## config.mk

```make
export PLATFORM = sky130hd
export DESIGN_NAME = pwd_scan_ctrl
export DESIGN_NICKNAME = d
export VERILOG_FILES = /design/src/rtl/pwd_pkg.sv /design/src/rtl/pwd_addr_counter.sv /design/src/rtl/pwd_scan_ctrl.sv
export SDC_FILE = /design/constraint.sdc
export NUM_CORES = 1
export LEC_CHECK = 0
export BUFFER_PORTS_ARGS = -buffer_cell sky130_fd_sc_hd__buf_2
export CORE_MARGIN = 4
export CORE_UTILIZATION = 50
export CTS_BUF_LIST = sky130_fd_sc_hd__clkbuf_4
export CTS_CLUSTER_SIZE = 40
export DETAILED_ROUTE_END_ITERATION = 8
export PLACE_DENSITY = 0.78
export SETUP_SLACK_MARGIN = 0.4
export SLEW_MARGIN = 20
export SYNTH_ARGS = -nofsm -noshare
export SYNTH_HDL_FRONTEND = slang
export SYNTH_SLANG_ARGS = --single-unit
```

## constraint.sdc

```tcl
create_clock -name clk -period 1.9 [get_ports clk]
set_input_delay 0.19 -clock clk [delete_from_list [all_inputs] [get_ports clk]]
set_output_delay 0.19 -clock clk [all_outputs]
set_load 0.02 [all_outputs]
```

## src/rtl/pwd_pkg.sv

```systemverilog
// Shared types and constants for the password scan controller.
package pwd_pkg;

  typedef enum logic [2:0] {
    ST_IDLE  = 3'd0,
    ST_SCAN  = 3'd1,
    ST_DRAIN = 3'd2,
    ST_MATCH = 3'd3,
    ST_FAIL  = 3'd4,
    ST_LOCK  = 3'd5
  } state_t;

  // memory read latency in cycles; compare pipeline depth follows it
  localparam int MEM_RD_LAT = 1;

endpackage

```

## src/rtl/pwd_addr_counter.sv

```systemverilog
// Clearable/loadable up-counter with terminal-count flag (scan address, lock timer).
module pwd_addr_counter #(
  parameter int W  = 4,
  parameter int TC = 15
) (
  input  logic         clk,
  input  logic         reset,
  input  logic         clr,
  input  logic         load,
  input  logic [W-1:0] load_val,
  input  logic         en,
  output logic [W-1:0] count,
  output logic         tc
);

  always_ff @(posedge clk or negedge reset) begin
    if (!reset)    count <= '0;
    else if (clr)  count <= '0;
    else if (load) count <= load_val;
    else if (en)   count <= count + 1'b1;
  end

  assign tc = (count == W'(TC));

endmodule

```

## src/rtl/pwd_scan_ctrl.sv

```systemverilog
// Password checker: latches a code, scans a sync-read code memory, pulses match/fail.
// Define PWD_LOCKOUT_EN to add the attempt counter and keypad lockout.
module pwd_scan_ctrl
  import pwd_pkg::*;
#(
  parameter int DATA_W      = 8,
  parameter int DEPTH       = 16,
  parameter int ADDR_W      = 4,
  parameter int MAX_TRIES   = 3,
  parameter int LOCK_CYCLES = 1000,
  localparam int TRY_W = ($clog2(MAX_TRIES+1) < 2) ? 2 : $clog2(MAX_TRIES+1)
) (
  input  logic              clk,
  input  logic              reset,
  input  logic              enter,
  input  logic [DATA_W-1:0] senha,
  input  logic [DATA_W-1:0] mem_data,
  output logic [ADDR_W-1:0] mem_addr,
  output logic              busy,
  output logic              match,
  output logic              fail,
  output logic              locked,
  output logic [TRY_W-1:0]  tries_left
);

  state_t state, next;
  logic [DATA_W-1:0] code_q;
  logic [MEM_RD_LAT:0] vld_pipe;
  logic cmp_valid, hit, addr_tc;

  // vld_pipe[0] marks an address issued this cycle; the tap lines up with mem_data
  assign vld_pipe[0] = (state == ST_SCAN);
  always_ff @(posedge clk or negedge reset) begin
    if (!reset) vld_pipe[MEM_RD_LAT:1] <= '0;
    else        vld_pipe[MEM_RD_LAT:1] <= vld_pipe[MEM_RD_LAT-1:0];
  end
  assign cmp_valid = vld_pipe[MEM_RD_LAT];
  assign hit       = cmp_valid && (mem_data == code_q);

  always_ff @(posedge clk or negedge reset) begin
    if (!reset)                         code_q <= '0;
    else if (state == ST_IDLE && enter) code_q <= senha;
  end

  pwd_addr_counter #(.W(ADDR_W), .TC(DEPTH-1)) u_addr (
    .clk(clk), .reset(reset),
    .clr(next != ST_SCAN), .load(1'b0), .load_val('0),
    .en(state == ST_SCAN),
    .count(mem_addr), .tc(addr_tc)
  );

`ifdef PWD_LOCKOUT_EN
  localparam int LOCK_W = ($clog2(LOCK_CYCLES+1) < 1) ? 1 : $clog2(LOCK_CYCLES+1);
  logic [LOCK_W-1:0] lock_cnt;
  logic lock_tc;
  logic [TRY_W-1:0] tries_q;

  pwd_addr_counter #(.W(LOCK_W), .TC(LOCK_CYCLES-1)) u_lock (
    .clk(clk), .reset(reset),
    .clr(state != ST_LOCK), .load(1'b0), .load_val('0),
    .en(state == ST_LOCK),
    .count(lock_cnt), .tc(lock_tc)
  );

  always_ff @(posedge clk or negedge reset) begin
    if (!reset)                            tries_q <= TRY_W'(MAX_TRIES);
    else if (state == ST_MATCH)            tries_q <= TRY_W'(MAX_TRIES);
    else if (state == ST_FAIL)             tries_q <= tries_q - 1'b1;
    else if (state == ST_LOCK && lock_tc)  tries_q <= TRY_W'(MAX_TRIES);
  end

  assign tries_left = tries_q;
  assign locked     = (state == ST_LOCK);
`else
  assign tries_left = TRY_W'(MAX_TRIES);
  assign locked     = 1'b0;
`endif

  always_ff @(posedge clk or negedge reset) begin
    if (!reset) state <= ST_IDLE;
    else        state <= next;
  end

  always_comb begin
    next = state;
    case (state)
      ST_IDLE:  if (enter) next = ST_SCAN;
      ST_SCAN: begin
        if (hit)          next = ST_MATCH;
        else if (addr_tc) next = ST_DRAIN;
      end
      ST_DRAIN: next = hit ? ST_MATCH : ST_FAIL;
      ST_MATCH: next = ST_IDLE;
`ifdef PWD_LOCKOUT_EN
      // tries_q still holds the pre-decrement value while in FAIL
      ST_FAIL:  next = (tries_q <= TRY_W'(1)) ? ST_LOCK : ST_IDLE;
      ST_LOCK:  if (lock_tc) next = ST_IDLE;
`else
      ST_FAIL:  next = ST_IDLE;
`endif
      default:  next = ST_IDLE;
    endcase
  end

  assign busy  = (state != ST_IDLE);
  assign match = (state == ST_MATCH);
  assign fail  = (state == ST_FAIL);

endmodule

```

==> out/summary.txt, run 1 <==
status -> finished, final reports clean
initial antenna violation count -> 0
r2r worst-path depth -> 4
final number of max-transition violations -> 0
die width -> 49.6 um
vias post-DR -> 697
fmax -> 675 MHz
Critical Path End Type -> flip-flop
launch point of the worst path -> state[0]
Pwr Density -> 1260 nW/um^2
CTS Root Cell -> clkbuf_4
std cell rows -> 14
DP Cell Count -> 116
Synth Instances -> 79
CTS Buf Count -> 3
RSZ-0062 raised after global routing -> yes
Ant. Diodes -> 0
Post-route DRC -> 0
register bit total from synthesis -> 16
largest area contributor in the netlist -> dfrtp_1
hold-critical path depth -> 2
worst setup path class -> reg -> reg
H-tree levels -> 1
routability-driven placement congestion ratio -> 0.816
Yosys cell types -> 28
placed inst area -> 981 um^2
top cell type's share of synthesized area -> 46.2%
Reg clk slew, reported paths -> 0.10 ns
First-pass DRT Iterations -> 4
max incr delay on CP -> 0.44 ns
period utilization -> 78.0%
Clock Path Buffers -> 2
instance count on the critical path -> 4
DRT antenna net count -> 0
Nets -> 136
CP Buf/Inv Count -> 2
fin cells -> 131
reg2reg start -> state[0]
Initial Utilization -> 55.0%
core area -> 1580 um^2
Worst Path Max Fanout -> 6
crit-path leading delay family -> flip-flops
Max IR drop VDD -> 752 uV
ranking of synthesized cells by area -> dfrtp_1 46%, mux2_2 10%, xor2_1 7.1%, nand4b_1 3.0%, xnor2_1 3.0%
final design utilization -> 72.4%
first-pass GRT wire length -> 2920 um
largest net degree at the start of global routing -> 17
launch point of the worst hold path -> senha[3]
Hold Vio Cnt, Final -> 0
yosys warns -> 0
fin crit period -> 1.48 ns
CTS Sinks -> 16
syn avg cell area -> 11.0 um^2
Layout area overhead -> 31.6%
Post-Route Setup TNS -> 0 ns
Die ar. -> 2460 um^2
crit path max-delay cell type -> dfrtp_2
Worst Skew -> 0.00270 ns
Critical Path RT -> 2.08 ns
Design Area, Final -> 1140 um^2
input/output buffers -> 25
Max-Cap Viols -> 0
vias in the first global route -> 737
final setup fails -> 0
Critical Path AT -> 1.66 ns
Avg Vias per Cell -> 5.32
post-synthesis sequential area ratio -> 46.2%
Hold/Removal Path Class -> in -> reg
Leak -> 0.520 nW
CP Cell Sequence -> buf_6 > nor4_4 > buf_4 > mux2_2
final WL -> 1730 um
routed length per instance -> 13.2 um
GRT Overall Usage -> 14.8%
Critical Path Source Type -> flip-flop
layout cell share with drive strength beyond 1 -> 49.6%
Die Ht -> 49.6 um
total power -> 1.44 mW
Final HPWL DP -> 1240 um
I/O pins -> 29
Clk Latency, worst-skew pair -> 0.28 ns
grt total ovfl -> 0
mapped cell area -> 867 um^2
CTS tree -> built
Initial DRC Count -> 15
-- metrics by stage --
stage	hold slack, ns	worst slack [ns]
6_report	0.126	0.419
5_1_grt	0.127	0.349
4_1_cts	0.127	0.394
3_5_place_dp	0.126	0.378
3_3_place_gp	0.120	0.434
2_1_floorplan	-0.106	0.506
-- cells in the final DEF (no fill, tap or decap), drive strengths merged --
master       instances
a31oi                1
and2                 1
and3                 1
buf                 36
clkbuf               3
clkinv               1
conb                 3
dfrtp               16
dlygate4sd3          1
ha                   1
inv                  2
mux2                 8
nand2                4
nand3                2
nand4                2
nand4b               3
nor2                 2
nor2b                1
nor3                 5
nor3b                2
nor4                 2
o2111ai              2
o21ai                4
o31ai                1
or3                  1
xnor2                3
xor2                 7
-- metal layers --
metal	global-route usage, %	part of all wire (%)
met2	28.0	54
met3	2.71	5.9
met1	16.3	40
met5	0	0
met4	5.07	0.29
-- final timing paths --
| path | to | slack, ns |
|---|---|---|
| worst max register to register | code_q[7] | 0.42 |
| worst max-delay path | code_q[7] | 0.42 |
| min in group asynchronous | state[2] | 0.34 |
| max in group asynchronous | state[1] | 1.28 |
| worst min-delay path | code_q[3] | 0.13 |
| worst min register to register | code_q[3] | 0.54 |
-- cells in the mapped netlist --
| cell | number |
|---|---|
| a31oi_1 | 1 |
| and2_1 | 1 |
| and3_1 | 1 |
| buf_2 | 1 |
| buf_4 | 3 |
| buf_6 | 1 |
| clkbuf_1 | 1 |
| conb_1 | 2 |
| dfrtp_1 | 16 |
| ha_1 | 1 |
| inv_1 | 2 |
| mux2_2 | 8 |
| nand2_1 | 4 |
| nand3_1 | 2 |
| nand4_1 | 2 |
| nand4b_1 | 3 |
| nor2_1 | 2 |
| nor2b_1 | 1 |
| nor3_1 | 4 |
| nor3_2 | 1 |
| nor3b_1 | 2 |
| nor4_2 | 2 |
| o2111ai_1 | 2 |
| o21ai_0 | 4 |
| o31ai_1 | 1 |
| or3_2 | 1 |
| xnor2_1 | 3 |
| xor2_1 | 7 |
-- worst reg2reg max path, cell delays in order, from the launching register on --
cell     delay, ns
dfrtp_2       0.44
buf_6         0.13
nor4_4        0.27
buf_4         0.19
mux2_2        0.34
-- state kept, by name, indices dropped and copies added, names as in the netlist --
register and flops:
u_addr.count 4, state 3, cmp_valid 1, code_q 8
-- cell families (layout without fill, tap and decap cells) --
logic type / Yosys count / after routing / synth area share, %
mux: 8 / 8 / 10.4
other cells: 2 / 3 / 0.866
xor+xnor: 10 / 10 / 10.1
buf+inv: 8 / 43 / 5.77
fa+ha+maj: 1 / 1 / 1.44
simple gates: 26 / 26 / 19.3
compound gates: 8 / 8 / 5.92
flops: 16 / 16 / 46.2
-- power breakdown --
| part | internal, mW | switching, mW |
|---|---|---|
| registers | 0.486 | 0.118 |
| logic | 0.342 | 0.307 |
| clock network | 0.0762 | 0.109 |
-- layout make-up --
type | instances | area [um^2]
Fill cell | 112 | 435
Sequential cell | 16 | 404
Inverter | 2 | 7.51
Timing Repair Buffer | 37 | 228
Tap cell | 16 | 20.0
Multi-Input combinational cell | 56 | 455
Clock inverter | 1 | 3.75
Clock buffer | 3 | 22.5
-- repair_timing --
action | CTS | global route
gates resized for setup | 11 | 7
hold buffers | 1 | 0
setup buffers | 7 | 2
pin swaps | 0 | 3
gates cloned | 1 | 0
endpoints found under the setup margin | 10 | 14
hold endpoints to repair | 16 | 0
Note: power is estimated with default switching activity, not from simulation.
==> run 2: changes to the inputs <==
--- a/config.mk
+++ b/config.mk
@@ -7,11 +7,11 @@
 export LEC_CHECK = 0
 export BUFFER_PORTS_ARGS = -buffer_cell sky130_fd_sc_hd__buf_2
 export CORE_MARGIN = 4
-export CORE_UTILIZATION = 50
+export CORE_UTILIZATION = 46
 export CTS_BUF_LIST = sky130_fd_sc_hd__clkbuf_4
 export CTS_CLUSTER_SIZE = 40
 export DETAILED_ROUTE_END_ITERATION = 8
-export PLACE_DENSITY = 0.78
+export PLACE_DENSITY = 0.76
 export SETUP_SLACK_MARGIN = 0.4
 export SLEW_MARGIN = 20
 export SYNTH_ARGS = -nofsm -noshare
==> constraint.sdc (replaced) <==
create_clock -name clk -period 1.25 [get_ports clk]
set_input_delay 0.125 -clock clk [delete_from_list [all_inputs] [get_ports clk]]
set_output_delay 0.125 -clock clk [all_outputs]
set_load 0.02 [all_outputs]
==> run 2 against run 1 <==
  * The run now ends with setup timing left
  * Die area up 7.3%
  * Fmax down 2.9%
  * Clock skew up 0.00091 ns
  * Cell count up 20%
  * Clock power up 44%
  * Largest power group unchanged
  * Count of clock-buffer cells in the layout unchanged
  * Non-clock buffer count up 18
  * Sequential cell count unchanged
  * Cell area up 28%
  * Critical path depth unchanged
  * Via count up 21%
==> out/summary.txt, run 2 (synthesized netlist as in run 1, its figures left out) <==
status -> finished, violations left
failing checks -> setup timing
DP Cell Count -> 138 (+19%)
Initial Utilization -> 49.1% (-5.9 points)
Leak -> 0.668 nW (+29%)
DRT antenna net count -> 0 (unchanged)
Hold Vio Cnt, Final -> 0 (unchanged)
most common cell after layout, fill and taps aside -> buf_4
CP Cell Sequence -> buf_6 > nor4_4 > buf_4 > mux2_4
GRT Overall Usage -> 20.9% (+6.1 points)
Ant. Diodes -> 0 (unchanged)
Worst Path Max Fanout -> 3 (-3)
Hold/Removal Path Class -> in -> reg
routability-driven placement congestion ratio -> 0.842 (+3.3%)
worst setup path class -> reg -> reg
vias in the first global route -> 875 (+19%)
Largest regs -> code_q (8), u_addr.count (4), state (3)
fin crit period -> 1.53 ns (+0.0447 ns)
fmax -> 655 MHz (-2.9%)
Critical Path AT -> 1.70 ns (+0.04 ns)
final number of max-transition violations -> 0 (unchanged)
final design utilization -> 83.0% (+11 points)
Pwr Density -> 2000 nW/um^2 (+59%)
max incr delay on CP -> 0.43 ns (about the same)
Critical Path Source Type -> flip-flop
Max IR drop VDD -> 1420 uV (+89%)
Max-Cap Viols -> 0 (unchanged)
CTS Buf Count -> 3 (unchanged)
Layout area overhead -> 69.0%
input/output buffers -> 25 (unchanged)
first-pass GRT wire length -> 4020 um (+38%)
Top reg by flops -> code_q
CTS Sinks -> 16 (unchanged)
Die ar. -> 2640 um^2 (+7.3%)
Clk Latency, worst-skew pair -> 0.29 ns (about the same)
die width -> 51.4 um (+3.6%)
routed length per instance -> 17.2 um (+30%)
core area -> 1760 um^2 (+12%)
final worst slack -> -0.276 ns (-0.695 ns)
std cell rows -> 15 (+1)
final WL -> 2700 um (+56%)
crit-path leading delay family -> flip-flops
Worst Skew -> 0.00361 ns (+0.000911 ns)
CP Buf/Inv Count -> 2 (unchanged)
vias post-DR -> 841 (+21%)
crit path max-delay cell type -> dfrtp_2
CTS tree -> built
Post-route DRC -> 0 (unchanged)
pre-CTS WS -> -0.147 ns (-0.524 ns)
Die Ht -> 51.4 um (+3.6%)
RSZ-0062 raised after global routing -> yes
max reg flops -> 8 (unchanged)
Avg Vias per Cell -> 5.36 (+0.68%)
Critical Path End Type -> flip-flop
Initial DRC Count -> 7 (-8)
First-pass DRT Iterations -> 4 (unchanged)
Final HPWL DP -> 1420 um (+15%)
layout cell share with drive strength beyond 1 -> 68.9% (+19 points)
H-tree levels -> 1 (unchanged)
worst hold slack -> 0.0632 ns (-0.0626 ns)
Design Area, Final -> 1470 um^2 (+28%)
Critical Path RT -> 1.42 ns (-0.66 ns)
Reg clk slew, reported paths -> 0.08 ns (-0.02 ns)
I/O pins -> 29 (unchanged)
CTS Root Cell -> clkbuf_4
period utilization -> 122% (+44 points)
grt total ovfl -> 0 (unchanged)
fin cells -> 157 (+20%)
placed inst area -> 1140 um^2 (+17%)
Nets -> 154 (+13%)
highest-count cells in the layout ignoring fill and taps -> 19 x buf_4, 18 x buf_2, 17 x buf_6
final setup fails -> 18 (+18)
largest net degree at the start of global routing -> 17 (unchanged)
initial antenna violation count -> 0 (unchanged)
Clock Path Buffers -> 2 (unchanged)
-- run 2: per-stage QoR --
stage	power (mW)	setup TNS (ns)
after floorplan	1.70	-0.829
after global placement	2.05	-1.42
after detailed placement	2.08	-1.67
after CTS	2.67	-2.70
after global routing	3.11	-4.54
final	2.94	-3.61
-- run 2: final timing paths --
kind	from	depth (start not counted)	end	slack, ns
worst max-delay path	state[1]	4	code_q[7]	-0.28
worst min-delay path	senha[2]	2	code_q[2]	0.06
worst max register to register	state[1]	4	code_q[7]	-0.28
worst min register to register	code_q[0]	1	code_q[0]	0.55
max in group asynchronous	reset	2	state[2]	0.68
min in group asynchronous	reset	2	u_addr.count[3]	0.28
-- run 2: final cells by class --
class / instances / area (um^2)
Clock buffer: 3 / 22.5
Fill cell: 95 / 299
Inverter: 2 / 15.0
Multi-Input combinational cell: 56 / 557
Sequential cell: 16 / 405
Tap cell: 25 / 31.3
Timing Repair Buffer: 55 / 434
-- run 2: metal layers --
metal / routed length [um] / vias up / track usage [%]
met5: 0 / - / 0
met4: 151 / 0 / 10.0
met3: 122 / 14 / 5.54
met2: 1350 / 31 / 36.7
met1: 1070 / 415 / 23.0
li1: - / 381 / -
-- run 2: power breakdown --
group / internal (mW) / switching, mW
logic: 1.01 / 0.721
clock network: 0.112 / 0.155
registers: 0.743 / 0.198
total: 1.86 / 1.07
-- run 2: timing repair --
action / in CTS / in global routing
setup buffers: 9 / 6
pin swaps: 10 / 8
endpoints found under the setup margin: 23 / 23
gates resized for setup: 38 / 13
hold buffers: 1 / 0
hold endpoints to repair: 16 / 0
==> run 3: changes to the inputs <==
--- a/config.mk
+++ b/config.mk
@@ -5,13 +5,13 @@
 export SDC_FILE = /design/constraint.sdc
 export NUM_CORES = 1
 export LEC_CHECK = 0
+export ABC_AREA = 1
 export BUFFER_PORTS_ARGS = -buffer_cell sky130_fd_sc_hd__buf_2
-export CORE_MARGIN = 4
 export CORE_UTILIZATION = 46
 export CTS_BUF_LIST = sky130_fd_sc_hd__clkbuf_4
 export CTS_CLUSTER_SIZE = 40
 export DETAILED_ROUTE_END_ITERATION = 8
-export PLACE_DENSITY = 0.76
+export PLACE_DENSITY = 0.75
 export SETUP_SLACK_MARGIN = 0.4
 export SLEW_MARGIN = 20
 export SYNTH_ARGS = -nofsm -noshare
==> run 3 against run 2 <==
  * The run still ends with setup timing left
  * Combinational power is 20% lower
  * Fmax rose by 13%
  * Non-clock buffer count is 10 lower
  * Clock skew shrank 0.0029 ns
  * Synthesized area is 4.3% higher
  * Highest routed layer unchanged
==> out/summary.txt, run 3 <==
Hold Vio Cnt, Final -> 0 (unchanged)
Filler Cells Inserted -> 134 (+41%)
status -> finished, violations left
Worst Skew -> 0.000734 ns (-0.00288 ns)
final number of max-transition violations -> 0 (unchanged)
I/O pins -> 29 (unchanged)
vias in the first global route -> 826 (-5.6%)
top post-synthesis cells by count -> 29 x nand2_1, 17 x inv_1, 16 x dfrtp_1, 10 x nor2_1, 8 x a21oi_1
mapped cell area -> 905 um^2 (+4.3%)
Reg clk slew, reported paths -> 0.09 ns (about the same)
Post-synth EDFFs -> 0 (unchanged)
DRT antenna net count -> 0 (unchanged)
Ant. Diodes -> 0 (unchanged)
count leader, synth -> nand2_1
Layout area overhead -> 50.6%
placed inst area -> 1160 um^2 (+1.3%)
Critical Path AT -> 1.56 ns (-0.14 ns)
first-pass GRT wire length -> 3270 um (-19%)
top_reg_cell synth -> dfrtp_1
register bit total from synthesis -> 16 (unchanged)
Max IR drop VDD -> 1130 uV (-21%)
worst setup path class -> reg -> reg
Initial Utilization -> 50.7% (+1.6 points)
Die ar. -> 2150 um^2 (-19%)
input/output buffers -> 25 (unchanged)
total power -> 2.52 mW (-14%)
Worst Path Max Fanout -> 4 (+1)
highest-count cells in the layout ignoring fill and taps -> 27 x nand2_1, 19 x buf_2, 16 x buf_4
yosys warns -> 0 (unchanged)
max reg flops -> 8 (unchanged)
core area -> 1780 um^2 (+1.1%)
Clk Latency, worst-skew pair -> 0.28 ns (about the same)
H-tree levels -> 1 (unchanged)
fin crit period -> 1.34 ns (-0.181 ns)
period utilization -> 108% (-14 points)
Hold/Removal Path Class -> in -> reg
die width -> 46.3 um (-9.9%)
final WL -> 2100 um (-22%)
final worst slack -> -0.0950 ns (+0.181 ns)
CTS tree -> built
Max-Cap Viols -> 0 (unchanged)
initial antenna violation count -> 0 (unchanged)
routed length per instance -> 11.3 um (-34%)
CTS Buf Count -> 3 (unchanged)
asr flop ratio synth -> 100% (unchanged)
largest net degree at the start of global routing -> 17 (unchanged)
Synth Instances -> 115 (+46%)
fmax -> 744 MHz (+13%)
Final HPWL DP -> 1480 um (+3.8%)
Die Ht -> 46.3 um (-9.9%)
RSZ-0062 raised after global routing -> yes
largest area contributor in the netlist -> dfrtp_1
pre-CTS WS -> -0.101 ns (+0.0453 ns)
Leak -> 0.738 nW (+10%)
Critical Path Source Type -> flip-flop
layout cell share with drive strength beyond 1 -> 52.8% (-16 points)
final design utilization -> 76.4% (-6.6 points)
post-synthesis sequential area ratio -> 44.3% (-1.9 points)
final setup fails -> 8 (-10)
Largest regs -> code_q (8), u_addr.count (4), state (3)
Design Area, Final -> 1360 um^2 (-7.0%)
CTS Root Cell -> clkbuf_4
most common cell after layout, fill and taps aside -> nand2_1
Pwr Density -> 1850 nW/um^2 (-7.6%)
vias post-DR -> 867 (+3.1%)
Avg Vias per Cell -> 4.66 (-13%)
Critical Path RT -> 1.47 ns (+0.05 ns)
Clock Path Buffers -> 2 (unchanged)
Nets -> 182 (+18%)
First-pass DRT Iterations -> 4 (unchanged)
routability-driven placement congestion ratio -> 0.751 (-11%)
std cell rows -> 15 (unchanged)
GRT Overall Usage -> 21.6% (+0.77 points)
Initial DRC Count -> 16 (+9)
Critical Path End Type -> flip-flop
top cell type's share of synthesized area -> 44.3% (-1.9 points)
ranking of synthesized cells by area -> dfrtp_1 44%, nand2_1 12%, inv_1 7.1%, a21oi_1 4.4%, nor2_1 4.1%
Post-route DRC -> 0 (unchanged)
grt total ovfl -> 0 (unchanged)
Yosys cell types -> 22 (-21%)
Top reg by flops -> code_q
Multi-input gate area -> 493 um^2 (-11%)
syn avg cell area -> 7.87 um^2 (-28%)
failing checks -> setup timing
area taken by flip-flops and latches -> 407 um^2 (+0.31%)
CTS Sinks -> 16 (unchanged)
[run 3: cell count changes in the layout (fill, tap and decap cells not counted), moves of 5 or more]
cell     previous run  this run
a21oi_1             0         6
buf_6              17         9
inv_1               0        15
inv_2               1         6
mux2_4              8         3
nand2_1             1        27
nor2_2              0         6
[run 3: path summary, 6_finish.rpt]
path | startpoint | to | slack (ns) | cells past startpoint
setup / recovery | code_q[3] | u_addr.count[0] | -0.09 | 11
hold / removal | senha[2] | code_q[2] | 0.07 | 2
setup reg to reg | code_q[3] | u_addr.count[0] | -0.09 | 11
hold reg to reg | code_q[5] | code_q[5] | 0.55 | 2
max in group asynchronous | reset | state[0] | 0.68 | 2
min in group asynchronous | reset | u_addr.count[1] | 0.28 | 2
[run 3: layout make-up]
| cell class | instances | share of cell area, % |
|---|---|---|
| well taps | 25 | 2.30 |
| repair buffers | 45 | 24.0 |
| flip-flops and latches | 16 | 29.8 |
| multi-input cells | 75 | 36.2 |
| inverters | 21 | 5.79 |
| clock inverters | 1 | 0.275 |
| clock buffers | 3 | 1.65 |
[run 3: layer usage]
| layer | wire [um] | vias up | GRT usage [%] |
|---|---|---|---|
| li1 | - | 434 | - |
| met1 | 816 | 407 | 25.4 |
| met2 | 1180 | 22 | 38.3 |
| met3 | 75 | 4 | 4.71 |
| met4 | 24 | 0 | 7.06 |
| met5 | 0 | - | 0 |
[run 3: cell families after synthesis]
| group | after synthesis | synth area share, % |
|---|---|---|
| simple gates | 55 | 28.8 |
| buf+inv | 25 | 11.8 |
| flops | 16 | 44.3 |
| compound gates | 8 | 4.43 |
| xor+xnor | 5 | 4.84 |
| mux | 3 | 3.73 |
| other cells | 2 | 0.830 |
| fa+ha+maj | 1 | 1.38 |
[run 3: worst max-delay path, stage by stage, from the launching register on]
cell and delay (ns):
dfrtp_1 0.40, nand2_1 0.08, nand2_1 0.05, nor2_1 0.09, nand2_1 0.09, nor2_4 0.12
nand3_2 0.09, nand2_1 0.08, inv_2 0.04, nand2_2 0.08, nand2_4 0.07, nor2_2 0.08
[run 3: power breakdown]
group	internal, mW	total (mW)	switching (mW)	leakage, nW
registers	0.708	0.856	0.148	0.189
clock network	0.116	0.277	0.161	0.0154
logic	0.710	1.39	0.680	0.533
[run 3: timing repair]
item	in CTS	in global routing
setup endpoints to repair	23	23
hold buffers	1	0
pin swaps	3	7
hold endpoints to repair	16	0
gates resized for setup	17	20
buffers inserted	5	1
[run 3: stage by stage]
| stage | hold WS (ns) | TNS, ns | std cells |
|---|---|---|---|
| floorplan | -0.171 | 0 | 116 |
| global placement | 0.0543 | -0.163 | 175 |
| detailed placement | 0.0606 | -0.570 | 175 |
| CTS | 0.0698 | -0.600 | 185 |
| global route | 0.0780 | -1.21 | 186 |
| finish | 0.0701 | -0.504 | 186 |
